### src/rtl/nibble_serial_sub.sv
// rtl/nibble_serial_sub.sv - nibble-serial subtractor computing A-B-bin one 4-bit slice per cycle
//
// Optional feature macro: NIBBLE_SUB_OVF_EN (adds signed-overflow output V)
//
// Ports:
//   clk       - clock, all state changes on rising edge
//   rst       - synchronous active-high reset
//   in_valid  - operands A, B, bin presented
//   in_ready  - unit accepts operands this cycle (IDLE only)
//   A, B      - minuend and subtraend, WIDTH bits
//   bin       - borrow-in
//   out_valid - R, bout, Z (and V) valid (DONE only)
//   out_ready - consumer takes the result
//   R         - difference A-B-bin mod 2^WIDTH
//   bout      - borrow-out, 1 when A < B+bin (unsigned)
//   Z         - 1 when R is zero
//   V         - signed overflow (only with NIBBLE_SUB_OVF_EN)

module nibble_serial_sub #(
    parameter int WIDTH = 64
) (
    input  logic             clk,
    input  logic             rst,
    input  logic             in_valid,
    output logic             in_ready,
    input  logic [WIDTH-1:0] A,
    input  logic [WIDTH-1:0] B,
    input  logic             bin,
    output logic             out_valid,
    input  logic             out_ready,
    output logic [WIDTH-1:0] R,
    output logic             bout,
`ifdef NIBBLE_SUB_OVF_EN
    output logic             V,
`endif
    output logic             Z
);

    localparam int NIBS = WIDTH / 4;
    localparam int CW   = $clog2(NIBS);
    localparam logic [CW-1:0] LAST = CW'(NIBS - 1);

    typedef enum logic [1:0] {
        IDLE = 2'd0,
        RUN  = 2'd1,
        DONE = 2'd2
    } state_t;

    state_t state, state_nx;

    logic [WIDTH-1:0] a_reg;
    logic [WIDTH-1:0] b_reg;
    logic [WIDTH-1:0] r_reg;
    logic [CW-1:0]    cnt;
    logic             borrow;
    logic             z_reg;
`ifdef NIBBLE_SUB_OVF_EN
    logic             v_reg;
`endif

    logic [3:0]       a_nib;
    logic [3:0]       b_nib;
    logic [4:0]       sum;
    logic [WIDTH-1:0] r_next;
    logic             last_slice;

    // Slice datapath: subtraction as a + ~b + carry, where carry-in is the
    // inverted borrow and the carry-out inverted is the next borrow.
    always_comb begin
        a_nib      = a_reg[{cnt, 2'b00} +: 4];
        b_nib      = b_reg[{cnt, 2'b00} +: 4];
        sum        = {1'b0, a_nib} + {1'b0, ~b_nib} + {4'b0000, ~borrow};
        r_next     = r_reg;
        r_next[{cnt, 2'b00} +: 4] = sum[3:0];
        last_slice = (cnt == LAST);
    end

    always_ff @(posedge clk) begin
        if (rst) begin
            state <= IDLE;
        end else begin
            state <= state_nx;
        end
    end

    always_comb begin
        state_nx  = state;
        in_ready  = 1'b0;
        out_valid = 1'b0;
        case (state)
            IDLE: begin
                in_ready = 1'b1;
                if (in_valid) begin
                    state_nx = RUN;
                end
            end
            RUN: begin
                if (last_slice) begin
                    state_nx = DONE;
                end
            end
            DONE: begin
                out_valid = 1'b1;
                if (out_ready) begin
                    state_nx = IDLE;
                end
            end
            default: begin
                state_nx = IDLE;
            end
        endcase
    end

    always_ff @(posedge clk) begin
        if (rst) begin
            a_reg  <= '0;
            b_reg  <= '0;
            r_reg  <= '0;
            cnt    <= '0;
            borrow <= 1'b0;
            z_reg  <= 1'b0;
`ifdef NIBBLE_SUB_OVF_EN
            v_reg  <= 1'b0;
`endif
        end else begin
            case (state)
                IDLE: begin
                    if (in_valid) begin
                        a_reg  <= A;
                        b_reg  <= B;
                        borrow <= bin;
                        cnt    <= '0;
                    end
                end
                RUN: begin
                    r_reg  <= r_next;
                    borrow <= ~sum[4];
                    cnt    <= cnt + 1'b1;
                    // Flags are taken from the complete result as the top
                    // nibble lands, so they are ready together with R.
                    if (last_slice) begin
                        cnt   <= '0;
                        z_reg <= (r_next == '0);
`ifdef NIBBLE_SUB_OVF_EN
                        v_reg <= (a_reg[WIDTH-1] != b_reg[WIDTH-1]) &&
                                 (r_next[WIDTH-1] != a_reg[WIDTH-1]);
`endif
                    end
                end
                default: begin
                end
            endcase
        end
    end

    assign R    = r_reg;
    assign bout = borrow;
    assign Z    = z_reg;
`ifdef NIBBLE_SUB_OVF_EN
    assign V    = v_reg;
`endif

endmodule

### config.mk
export PLATFORM = sky130hd
export DESIGN_NAME = nibble_serial_sub
export DESIGN_NICKNAME = d
export VERILOG_FILES = /design/src/rtl/nibble_serial_sub.sv
export SDC_FILE = /design/constraint.sdc
export NUM_CORES = 1
export LEC_CHECK = 0
export BUFFER_PORTS_ARGS = -buffer_cell sky130_fd_sc_hd__buf_2
export CELL_PAD_IN_SITES_DETAIL_PLACEMENT = 0
export CELL_PAD_IN_SITES_GLOBAL_PLACEMENT = 1
export CORE_ASPECT_RATIO = 2
export CORE_MARGIN = 2
export CORE_UTILIZATION = 40
export DETAILED_ROUTE_END_ITERATION = 12
export PLACE_DENSITY = 0.83
export SETUP_SLACK_MARGIN = 0.2
export SLEW_MARGIN = 20
export SYNTH_ARGS = -nofsm -noshare
export SYNTH_HDL_FRONTEND = slang
export SYNTH_SLANG_ARGS = --single-unit
### constraint.sdc
create_clock -name clk -period 6.3 [get_ports clk]
set_clock_uncertainty 0.1 [all_clocks]
set_input_delay 0.63 -clock clk [delete_from_list [all_inputs] [get_ports clk]]
set_output_delay 0.63 -clock clk [all_outputs]
set_load 0.1 [all_outputs]
== Yosys cells after proc, flatten, opt, wreduce, memory -nomap -nowiden ==
Cells that the tools add are included.
W data, S select, Z words.

* $add $sub $neg: 4
* Equality and inequality tests: 6
* Shift-type cells: 4
* Muxes and demuxes: 12
* Bitwise operators: 3
* Reductions and logical operators: 7

{| class="wikitable"
|+ Operator list
! operator !! number
|-
| $shiftx A64 B7 Y4 || 2
|-
| $bwmux W64 || 1
|-
| $logic_not A64 Y1 || 1
|-
| $shift A4 B8 Y64 const A || 1
|-
| $shiftx A4 B8 Y64 || 1
|-
| $mux W4 || 2
|-
| $neg A6 Y8 || 1
|-
| $pmux W4 S2 || 1
|-
| $mux W2 || 3
|-
| $ne A2 B2 Y1 const B || 3
|-
| $pmux W2 S3 || 1
|-
| $reduce_and A2 Y1 || 3
|-
| $add A4 B4 Y5 || 1
|-
| $add A5 B1 Y5 || 1
|-
| $add A4 B1 Y4 const B || 1
|-
| $eq A4 B4 Y1 const B || 1
|-
| $not A4 Y4 || 1
|-
| $mux W1 || 3
|-
| $reduce_and A3 Y1 || 1
|-
| $eq A2 B1 Y1 const B || 1
|-
| $eq A2 B2 Y1 const B || 1
|-
| $logic_not A2 Y1 || 1
|-
| $not A1 Y1 || 2
|-
| $pmux W1 S2 || 1
|-
| $reduce_bool A2 Y1 || 1
|}

* Register bits: 200
* Bits of input ports: 133

== Depth between registers and ports, before layout ==
Gate-level depths: netlist (run 1).

* Depth in word-level cells: 7
* Depth in mapped cells: 17

== Worst setup path before layout (run 1) ==
No wires, ideal clock.

* Kind: flip-flop to flip-flop
* Start point: register cnt[1]
* End point: register z_reg (netlist: Z)
* Setup time: 0.059 ns
* Data arrival time: 4.286 ns
* Required time: 6.141 ns
* Setup slack: 1.855 ns
* Stages on the path, launching flop included: 16
* Buffers on the path: 3
* Period minus slack after synthesis: 4.445 ns
* Path through: dfxtp_1 > buf_2 > buf_1 > clkbuf_1 > mux4_2 > a22oi_1 > o21ai_0 > fa_1 > fa_1 > xor2_1 > o221ai_1 > and3_1 > o22ai_1 > or4_1 > nor4_1 > a31o_1

* Longest elaborated chain between the ends: 7
* Elaborated cells between the ends (all ways): 12

{| class="wikitable"
|+ RTL lines
! element !! line !! RTL
|-
| start: declaration || 54 || <nowiki>logic [CW-1:0] cnt;</nowiki>
|-
| start signal: assignment || 138 || <nowiki>cnt <= cnt + 1'b1;</nowiki>
|-
| $shiftx A64 B7 Y4 || 71 || <nowiki>b_nib = b_reg[{cnt, 2'b00} +: 4];</nowiki>
|-
| $not A4 Y4 || 72 || <nowiki>sum = {1'b0, a_nib} + {1'b0, ~b_nib} + {4'b0000, ~borrow};</nowiki>
|-
| $add A4 B4 Y5 || 72 ||
|-
| $add A5 B1 Y5 || 72 ||
|-
| $shiftx A4 B8 Y64 || 74 || <nowiki>r_next[{cnt, 2'b00} +: 4] = sum[3:0];</nowiki>
|-
| $bwmux W64 || 74 ||
|-
| $logic_not A64 Y1 || 143 || <nowiki>z_reg <= (r_next == '0);</nowiki>
|-
| end signal: assignment || 143 ||
|-
| end: declaration || 56 || <nowiki>logic z_reg;</nowiki>
|}

Several ways; a longest one is shown, not always the timed one.
A chain may end at the register's enable or synchronous reset.

== Final worst setup path (run 1) ==
* Start point: register cnt[0]
* End point: register z_reg (netlist: Z)

The elaborated chain is that of the path after synthesis.

==> impl_metrics.ini, run 1 <==
[outcome]
outcome = completed

[timing]
maxSlewHeadroom_pct = 29.3
fin_crit_ns = 4.97
setup_viol = 0
post-route-period-util_pct = 78.8
finalHoldViolCount = 0
max_clock_freq_mhz = 201
worstMarginPinSlew_ns = 1.06
timing.setup.tns_ns = 0
finalMaxSlewViolations = 0
rsz0062_at_grt = false

[grt]
grt_pass1_wl_um = 45500
antenna_found_initial = 0
grt.total_usage_pct = 24.0
grt_pass1_vias = 8568
globalRouteOverflowTotal = 0
grt_start_max_net_pins = 126

[die]
chipHeight_um = 220
fp-row-count = 78
ioPinCount = 201
coreArea_mm2 = 0.0227
start_util_pct = 40.9
dieArea_mm2 = 0.0245
die_x_um = 112

[detailed_routing]
dr_total_vias = 8647
via_per_inst = 5.45
wl_um = 29900
firstDrtPassIters = 5
wl_per_cell_um = 18.8
final_antenna_net_count = 0
drcViolationCount = 0
drt_iter0_markers = 471

[yosys]
syn_inst = 1150
synth_cell_type_count = 68
yosysTopAreaCellShare_pct = 43.1
synth_edf_count = 0
syn_avg_cell_area_um2 = 8.08
yosysWarnings = 0
yosys_most_used_dff = dfxtp_1
yosysSeqAreaShare_pct = 43.1
synth.top_cells.by_area = dfxtp_1 (43%), nand2_1 (12%), a21oi_1 (9.7%), mux2i_1 (5.9%), mux4_2 (4.6%)
synth_top_area_cell = dfxtp_1
ys_ff_latch = 200
synth_fp_nets = 1292
ys_async_sr_fraction_pct = 0
synth.cell_area_mm2 = 0.00929

[clock_tree]
root_buffer = clkbuf_16
hold_buffers = 0
clk_path_buf_depth = 2
worstSkewPairLatency_ns = 0.44
cts_resized = 0
ctsHtreeMaxLevel = 4
cts_tree = yes
clock-sinks = 200
cts_buffers = 17
path_clk_slew_ns = 0.08
post_cts_buffers = 0

[setup_path]
endpoint_kind = register
critPathKind = register to register
r2r_setup_slack_ns = 1.33
start_kind = register
critPathMaxFanout = 62
worstPathRequired_ns = 6.59
arrival_ns = 5.26

[final_layout]
finish.utilization_pct = 48.1
drive_above_1_share_pct = 21.5
fin_nets = 1435
antenna_cells = 0
areaGrowthSynthToFinish_pct = 17.7

[placement]
dp_hpwl_um = 22100
port_buffers = 200
place_congestion = 0.939

[power]
vdd_drop_max_mv = 0.201
p_per_area_mw_per_mm2 = 266
p_leak_nw = 4.46

[min_path]
min_path_type = input port to register

[flow_run]
maxCapViolCount = 0
[synth_stat cells (all sizes together), types with 3 or more instances]
cell type    n
a2111oi      4
a211oi       8
a21o         5
a21oi      180
a221oi      18
a22oi        5
a31oi        3
and2         6
and3         8
buf         25
clkbuf      62
dfxtp      200
ha           7
inv          6
mux2         3
mux2i       55
mux4        19
nand2      293
nand2b       4
nand3       25
nand3b       3
nor2       109
nor2b        6
nor3        23
nor4         8
o2111ai      3
o211ai       4
o21ai       14
o22ai        4
or3          3
or4          3
xnor2        3
xor2         3
[critical path, stage by stage, from the launching register on]
cell     delay [ns]
dfxtp_4        1.05
mux4_2         0.60
a22oi_1        0.19
o21ai_0        0.17
fa_1           0.45
fa_1           0.79
nor3_1         0.53
o22ai_1        0.11
or4_1          0.41
nor4_1         0.31
a31o_1         0.18
[metrics by stage]
stage,power (mW),hold slack (ns),cells,setup slack (ns),instance area (µm²)
floorplan,1.71,0.333,1150,1.86,9290
global placement,1.88,0.339,1554,1.39,10400
detailed placement,1.89,0.346,1554,1.33,10400
CTS,2.92,0.309,1586,1.32,10900
global route,3.02,0.319,1586,1.10,10900
finish,2.91,0.321,1586,1.33,10900
[logic make-up after synthesis]
logic type	share of synthesized area [%]
adders and majority gates	1.37
AOI/OAI and AO/OA	16.8
xor gates and xnor gates	0.566
DFF	43.1
muxes	10.9
buffers and inverters	4.15
and+or+nand+nor	23.1
[cell usage in the layout, fill, tap and decap left out, drive strengths merged, types with 4 or more instances in the layout]
cell type / count
nand2: 293
buf: 211
dfxtp: 200
a21oi: 180
nor2: 109
mux2i: 55
nand3: 25
nor3: 23
clkbuf: 21
mux4: 19
a221oi: 18
o21ai: 14
inv: 10
a211oi: 8
and3: 8
nor4: 8
ha: 7
nor2b: 6
and2: 6
a22oi: 5
a21o: 5
clkinv: 5
o211ai: 4
nand2b: 4
a2111oi: 4
o22ai: 4
[final timing paths]
path	from	end	depth (start not counted)
worst max-delay path	cnt[0]	Z	10
worst min-delay path	A[22]	a_reg[22]	3
worst max register to register	cnt[0]	Z	10
worst min register to register	b_reg[33]	b_reg[33]	2
[layer usage]
layer | track usage [%] | vias to the layer above | wire length [µm]
met5 | 0 | - | 0
met4 | 13.3 | 0 | 1550
met3 | 3.25 | 76 | 953
met2 | 47.3 | 249 | 17100
met1 | 23.7 | 4050 | 10300
li1 | - | 4272 | -
[power by group]
| group | switching, mW | internal (mW) | leakage, nW |
|---|---|---|---|
| logic | 0.336 | 0.165 | 2.56 |
| clock network | 0.510 | 0.535 | 0.268 |
| registers | 0.0439 | 1.32 | 1.63 |
| total | 0.890 | 2.02 | 4.46 |
[cell type report]
class | count | area, µm²
fillers | 2323 | 11800
inverters | 6 | 22.5
flip-flops and latches | 200 | 4010
clock inverters | 11 | 91.3
multi-input cells | 857 | 4910
clock buffers | 21 | 460
repair buffers | 211 | 1090
well taps | 280 | 350
Power figures use the tool's default switching activity.
==> run 2, diff against run 1 <==
ABC_AREA = 1   (was default)
CORE_UTILIZATION = 35   (was 40)
PLACE_DENSITY = 0.8   (was 0.83)
clock period = 4 ns   (was 6.3 ns; I/O delays follow)
==> impl_metrics.ini, run 2 <==
[die]
chipHeight_um = 242
dieArea_mm2 = 0.0297
coreArea_mm2 = 0.0280
start_util_pct = 35.3
ioPinCount = 201
die_x_um = 123
fp-row-count = 87

[detailed_routing]
final_antenna_net_count = 0
drcViolationCount = 0
dr_total_vias = 9961
wl_um = 31300
firstDrtPassIters = 4
via_per_inst = 4.86
drt_iter0_markers = 543
wl_per_cell_um = 15.3

[timing]
fin_crit_ns = 3.58
max_clock_freq_mhz = 280
timing.setup.tns_ns = 0
post-route-period-util_pct = 89.4
finalHoldViolCount = 0
rsz0062_at_grt = false
finalMaxSlewViolations = 0
setup_viol = 0
worstMarginPinSlew_ns = 1.04
maxSlewHeadroom_pct = 30.7

[yosys]
synth.top_cells.by_area = dfxtp_1 (40%), nor2_1 (15%), o21ai_0 (11%), nand2_1 (11%), inv_1 (4.3%)
yosysSeqAreaShare_pct = 40.5
yosysTopAreaCellShare_pct = 40.5
ys_ff_latch = 200
ys_async_sr_fraction_pct = 0
syn_inst = 1527
synth.cell_area_mm2 = 0.00989
syn_avg_cell_area_um2 = 6.47
synth_edf_count = 0
synth_common_cells = nor2_1 (400), nand2_1 (291), o21ai_0 (219), dfxtp_1 (200), inv_1 (112)
synth_cell_type_count = 36
yosysWarnings = 0
synth_fp_nets = 1669
synth_top_area_cell = dfxtp_1
yosys_most_used_dff = dfxtp_1
yosysMostFrequentCell = nor2_1

[power]
p_leak_nw = 5.72
vdd_drop_max_mv = 0.323
p_per_area_mw_per_mm2 = 467
finalPower_mw = 5.53

[final_layout]
finalNonFillerCells = 2050
drive_above_1_share_pct = 17.9
mostFrequentLayoutCells = nor2_1 (398), nand2_1 (290), o21ai_0 (218), buf_2 (200), dfxtp_1 (199)
final_common_cell = nor2_1
antenna_cells = 0
areaGrowthSynthToFinish_pct = 19.8
fillers = 3037
fin_nets = 1823
finish.utilization_pct = 42.3

[setup_path]
critPathMaxFanout = 28
crit_slowest_cell = fa_2
critPathKind = register to register
start_kind = register
endpoint_kind = register
worstPathRequired_ns = 4.30
arrival_ns = 3.87
crit_path_frequent_cell = nand2_1
path_cells = inv_6, buf_4, nand2_1, a311oi_1, o21ai_1, nand2_1, fa_2, fa_2, buf_4, inv_1, nand3_1, nand2_1, nand2_1, nor2_1, nand2_1, nor3_1, nand3_1, a21oi_1
reg2regPathDepth = 18
cp_slowest_stage_delay_ns = 0.46

[clock_tree]
clock-sinks = 200
clk_path_buf_depth = 2
root_buffer = clkbuf_16
cts_buffers = 17
path_clk_slew_ns = 0.08
worstSkewPairLatency_ns = 0.46
cts_tree = yes
ctsHtreeMaxLevel = 4

[grt]
globalRouteOverflowTotal = 0
grt_pass1_wl_um = 49800
grt_pass1_vias = 9357
grt.total_usage_pct = 21.4
grt_start_max_net_pins = 101
antenna_found_initial = 0

[min_path]
holdPathStages = 3
min_path_type = input port to register

[flow_run]
maxCapViolCount = 0

[placement]
dp.cells = 2016
place_congestion = 0.881
port_buffers = 200
dp_hpwl_um = 22800

[outcome]
outcome = completed
[run 2: changes by cell type after synthesis, moves of 20 or more]
cell / change
a21oi_1: -156
inv_1: +106
mux2i_1: -55
nand3_1: +39
nor2_1: +293
nor3_1: -20
o211ai_1: +26
o21ai_0: +206
[run 2: final cells by class]
cell class	instances	area (µm²)	share of cell area, %
inverters	121	464	3.92
well taps	356	445	3.76
repair buffers	231	1280	10.8
flip-flops and latches	200	4010	33.8
multi-input cells	1110	5060	42.7
clock inverters	13	133	1.12
clock buffers	19	453	3.82
[run 2: per-stage QoR]
step                worst slack [ns]  hold slack, ns  instance area [µm²]
finish                         0.422          0.0892                11800
global route                   0.204          0.0919                11800
CTS                            0.256          0.0663                11800
detailed placement             0.231           0.369                11200
global placement               0.263           0.358                11200
floorplan                      0.228           0.330                 9890
[run 2: cell families (layout without fill, tap and decap cells)]
family | count (synthesis) | count (layout) | synth area share, %
adder cells (fa/ha/maj) | 9 | 9 | 1.29
flip-flops | 200 | 200 | 40.5
AND/OR/NAND/NOR | 793 | 793 | 32.5
AO/OA/AOI/OAI | 308 | 308 | 17.2
buffers and inverters | 217 | 384 | 8.55
[run 2: final timing paths]
path	start	to	slack [ns]
setup reg to reg	cnt[0]	Z	0.42
hold reg to reg	b_reg[25]	b_reg[25]	0.38
setup / recovery	cnt[0]	Z	0.42
hold / removal	B[61]	b_reg[61]	0.09
[run 2: layer usage]
layer  up-vias  part of all wire (%)  track usage, %  wire length (µm)
met1      4450                    48            29.0             14900
met3        40                   4.3            2.69              1350
li1       5220                     -               -                 -
met2       251                    46            34.0             14300
met5         -                     0               0                 0
met4         0                   2.4            8.52               738
[run 2: power by group]
| group | switching, mW | internal (mW) | leakage [nW] |
|---|---|---|---|
| Clock | 0.863 | 0.860 | 0.278 |
| Combinational | 1.14 | 0.402 | 3.78 |
| Sequential | 0.109 | 2.16 | 1.65 |
[run 2: worst max-delay path: cells and delay by family, from the launching register on]
family,cells,cell delay (ns)
and+or+nand+nor,9,1.03
AOI/OAI and AO/OA,3,0.52
adders and majority gates,2,0.72
buffers and inverters,4,0.74
DFF,1,0.38
[run 2: repair_timing]
| action | in CTS | in global routing |
|---|---|---|
| pin swaps | 0 | 2 |
| gates resized for setup | 1 | 12 |
| endpoints found under the setup margin | 1 | 1 |
| buffers inserted | 0 | 2 |
| hold buffers | 0 | 0 |
==> run 3, diff against run 2 <==
==> constraint.sdc (replaced) <==
create_clock -name clk -period 4 [get_ports clk]
set_clock_uncertainty 0.1 [all_clocks]
set_input_delay 0.6 -clock clk [delete_from_list [all_inputs] [get_ports clk]]
set_output_delay 0.6 -clock clk [all_outputs]
set_load 0.1 [all_outputs]
==> impl_metrics.ini, run 3 (synthesis gave the netlist of run 2 again) <==
[power]
vdd_drop_max_mv = 0.343
p_sw_mw = 2.13
p_seq_share_pct = 40.7
swShare_pct = 38.0
p_per_area_mw_per_mm2 = 471
p_clk_share_pct = 31.7
p_leak_nw = 5.75
power_frac_comb_pct = 27.6
p_int_mw = 3.47

[detailed_routing]
wl_per_cell_um = 15.5
drt_iter0_markers = 722
via_per_inst = 4.87
final_antenna_net_count = 0
firstDrtPassIters = 5
dr_total_vias = 9985
drcViolationCount = 0
wl_um = 31900

[timing]
worstMarginPinSlew_ns = 1.06
maxSlewHeadroom_pct = 29.5
max_clock_freq_mhz = 283
rsz0062_at_grt = false
post-route-period-util_pct = 88.3
fin_crit_ns = 3.53
timing.setup.tns_ns = 0
finalMaxSlewViolations = 0
finalHoldViolCount = 0
setup_viol = 0
holdWs_ns = 0.287

[die]
coreArea_mm2 = 0.0280
dieArea_mm2 = 0.0297
start_util_pct = 35.3
ioPinCount = 201
fp-row-count = 87
die_x_um = 123
chipHeight_um = 242

[placement]
port_buffers = 200
place_congestion = 0.885
dp_hpwl_um = 23100

[setup_path]
start_kind = register
critPathKind = register to register
cp_slowest_stage_delay_ns = 0.53
critPathMaxFanout = 12
crit_slowest_cell = fa_2
crit_path_frequent_cell = nand2_1
arrival_ns = 3.83
path_cells = buf_12, clkbuf_16, o21ai_0, o22ai_1, o21ai_0, nand2_1, fa_2, fa_2, inv_1, nand3_1, nand2_1, nand2_1, nor2_1, nand2_1, nor3_1, nand3_1, a21oi_1
endpoint_kind = register
worstPathRequired_ns = 4.30

[final_layout]
mostFrequentLayoutCells = nor2_1 (398), nand2_1 (288), o21ai_0 (217), buf_2 (200), dfxtp_1 (199)
areaGrowthSynthToFinish_pct = 20.3
antenna_cells = 0
drive_above_1_share_pct = 18.1
fin_nets = 1825
fillers = 3045
final_common_cell = nor2_1

[min_path]
min_path_type = input port to register

[clock_tree]
cts_buffers = 17
root_buffer = clkbuf_16
cts_tree = yes
clock-sinks = 200
hold_buffers = 0
worstSkewPairLatency_ns = 0.46
path_clk_slew_ns = 0.08
ctsHtreeMaxLevel = 4
clk_path_buf_depth = 2

[grt]
grt.total_usage_pct = 21.6
antenna_found_initial = 0
grt_start_max_net_pins = 120
grt_pass1_vias = 9379
globalRouteOverflowTotal = 0
grt_pass1_wl_um = 50300

[flow_run]
maxCapViolCount = 0

[outcome]
outcome = completed
-- run 3: area by class of cell --
cell class                      count  area [µm²]  area share [%]
Multi-Input combinational cell   1110        5060            42.6
Sequential cell                   200        4010            33.7
Timing Repair Buffer              233        1310            11.0
Inverter                          121         464            3.90
Tap cell                          356         445            3.75
Clock buffer                       18         439            3.69
Clock inverter                     14         163            1.37
-- run 3: critical path: cells and delay by family, from the launching register on --
kind	cells	cell delay, ns
fa+ha+maj	2	0.95
flops	1	0.38
buf+inv	3	0.50
compound gates	4	0.58
simple gates	8	0.93
-- run 3: timing repair --
action | 4_1_cts | 5_1_grt
gates resized for setup | 0 | 10
buffers inserted | 0 | 1
endpoints found under the setup margin | 0 | 1
-- run 3: final timing paths --
path                            cells past startpoint  slack [ns]      start        end
worst max-delay path                               17        0.47     cnt[0]          Z
worst min-delay path                                3        0.29      B[19]  b_reg[19]
worst max register to register                     17        0.47     cnt[0]          Z
worst min register to register                      2        0.38  b_reg[53]  b_reg[53]
-- run 3: power by group through the flow --
stage | combinational, mW | sequential, mW | clock [mW]
floorplan | 0.727 | 2.70 | 0
global placement | 1.51 | 2.32 | 0
detailed placement | 1.52 | 2.32 | 0
CTS | 1.52 | 2.28 | 1.82
global route | 1.70 | 2.30 | 1.89
finish | 1.54 | 2.28 | 1.78
-- run 3: metrics by stage --
| step | power [mW] | setup WS, ns | area (µm²) | util (%) | cells |
|---|---|---|---|---|---|
| 2_1_floorplan | 3.43 | 0.228 | 9890 | - | 1527 |
| 3_3_place_gp | 3.84 | 0.296 | 11200 | 40.0 | 2017 |
| 3_5_place_dp | 3.84 | 0.320 | 11200 | 40.0 | 2017 |
| 4_1_cts | 5.62 | 0.280 | 11800 | 42.2 | 2049 |
| 5_1_grt | 5.89 | 0.199 | 11900 | 42.5 | 2052 |
| 6_report | 5.60 | 0.469 | 11900 | 42.5 | 2052 |
-- run 3: per-layer routing --
layer	vias up	global-route usage (%)	part of all wire [%]	wire, µm
met3	46	3.47	4.6	1460
met2	267	34.4	46	14700
met5	-	0	0	0
met1	4455	29.2	47	14900
li1	5217	-	-	-
met4	0	7.74	2.5	799
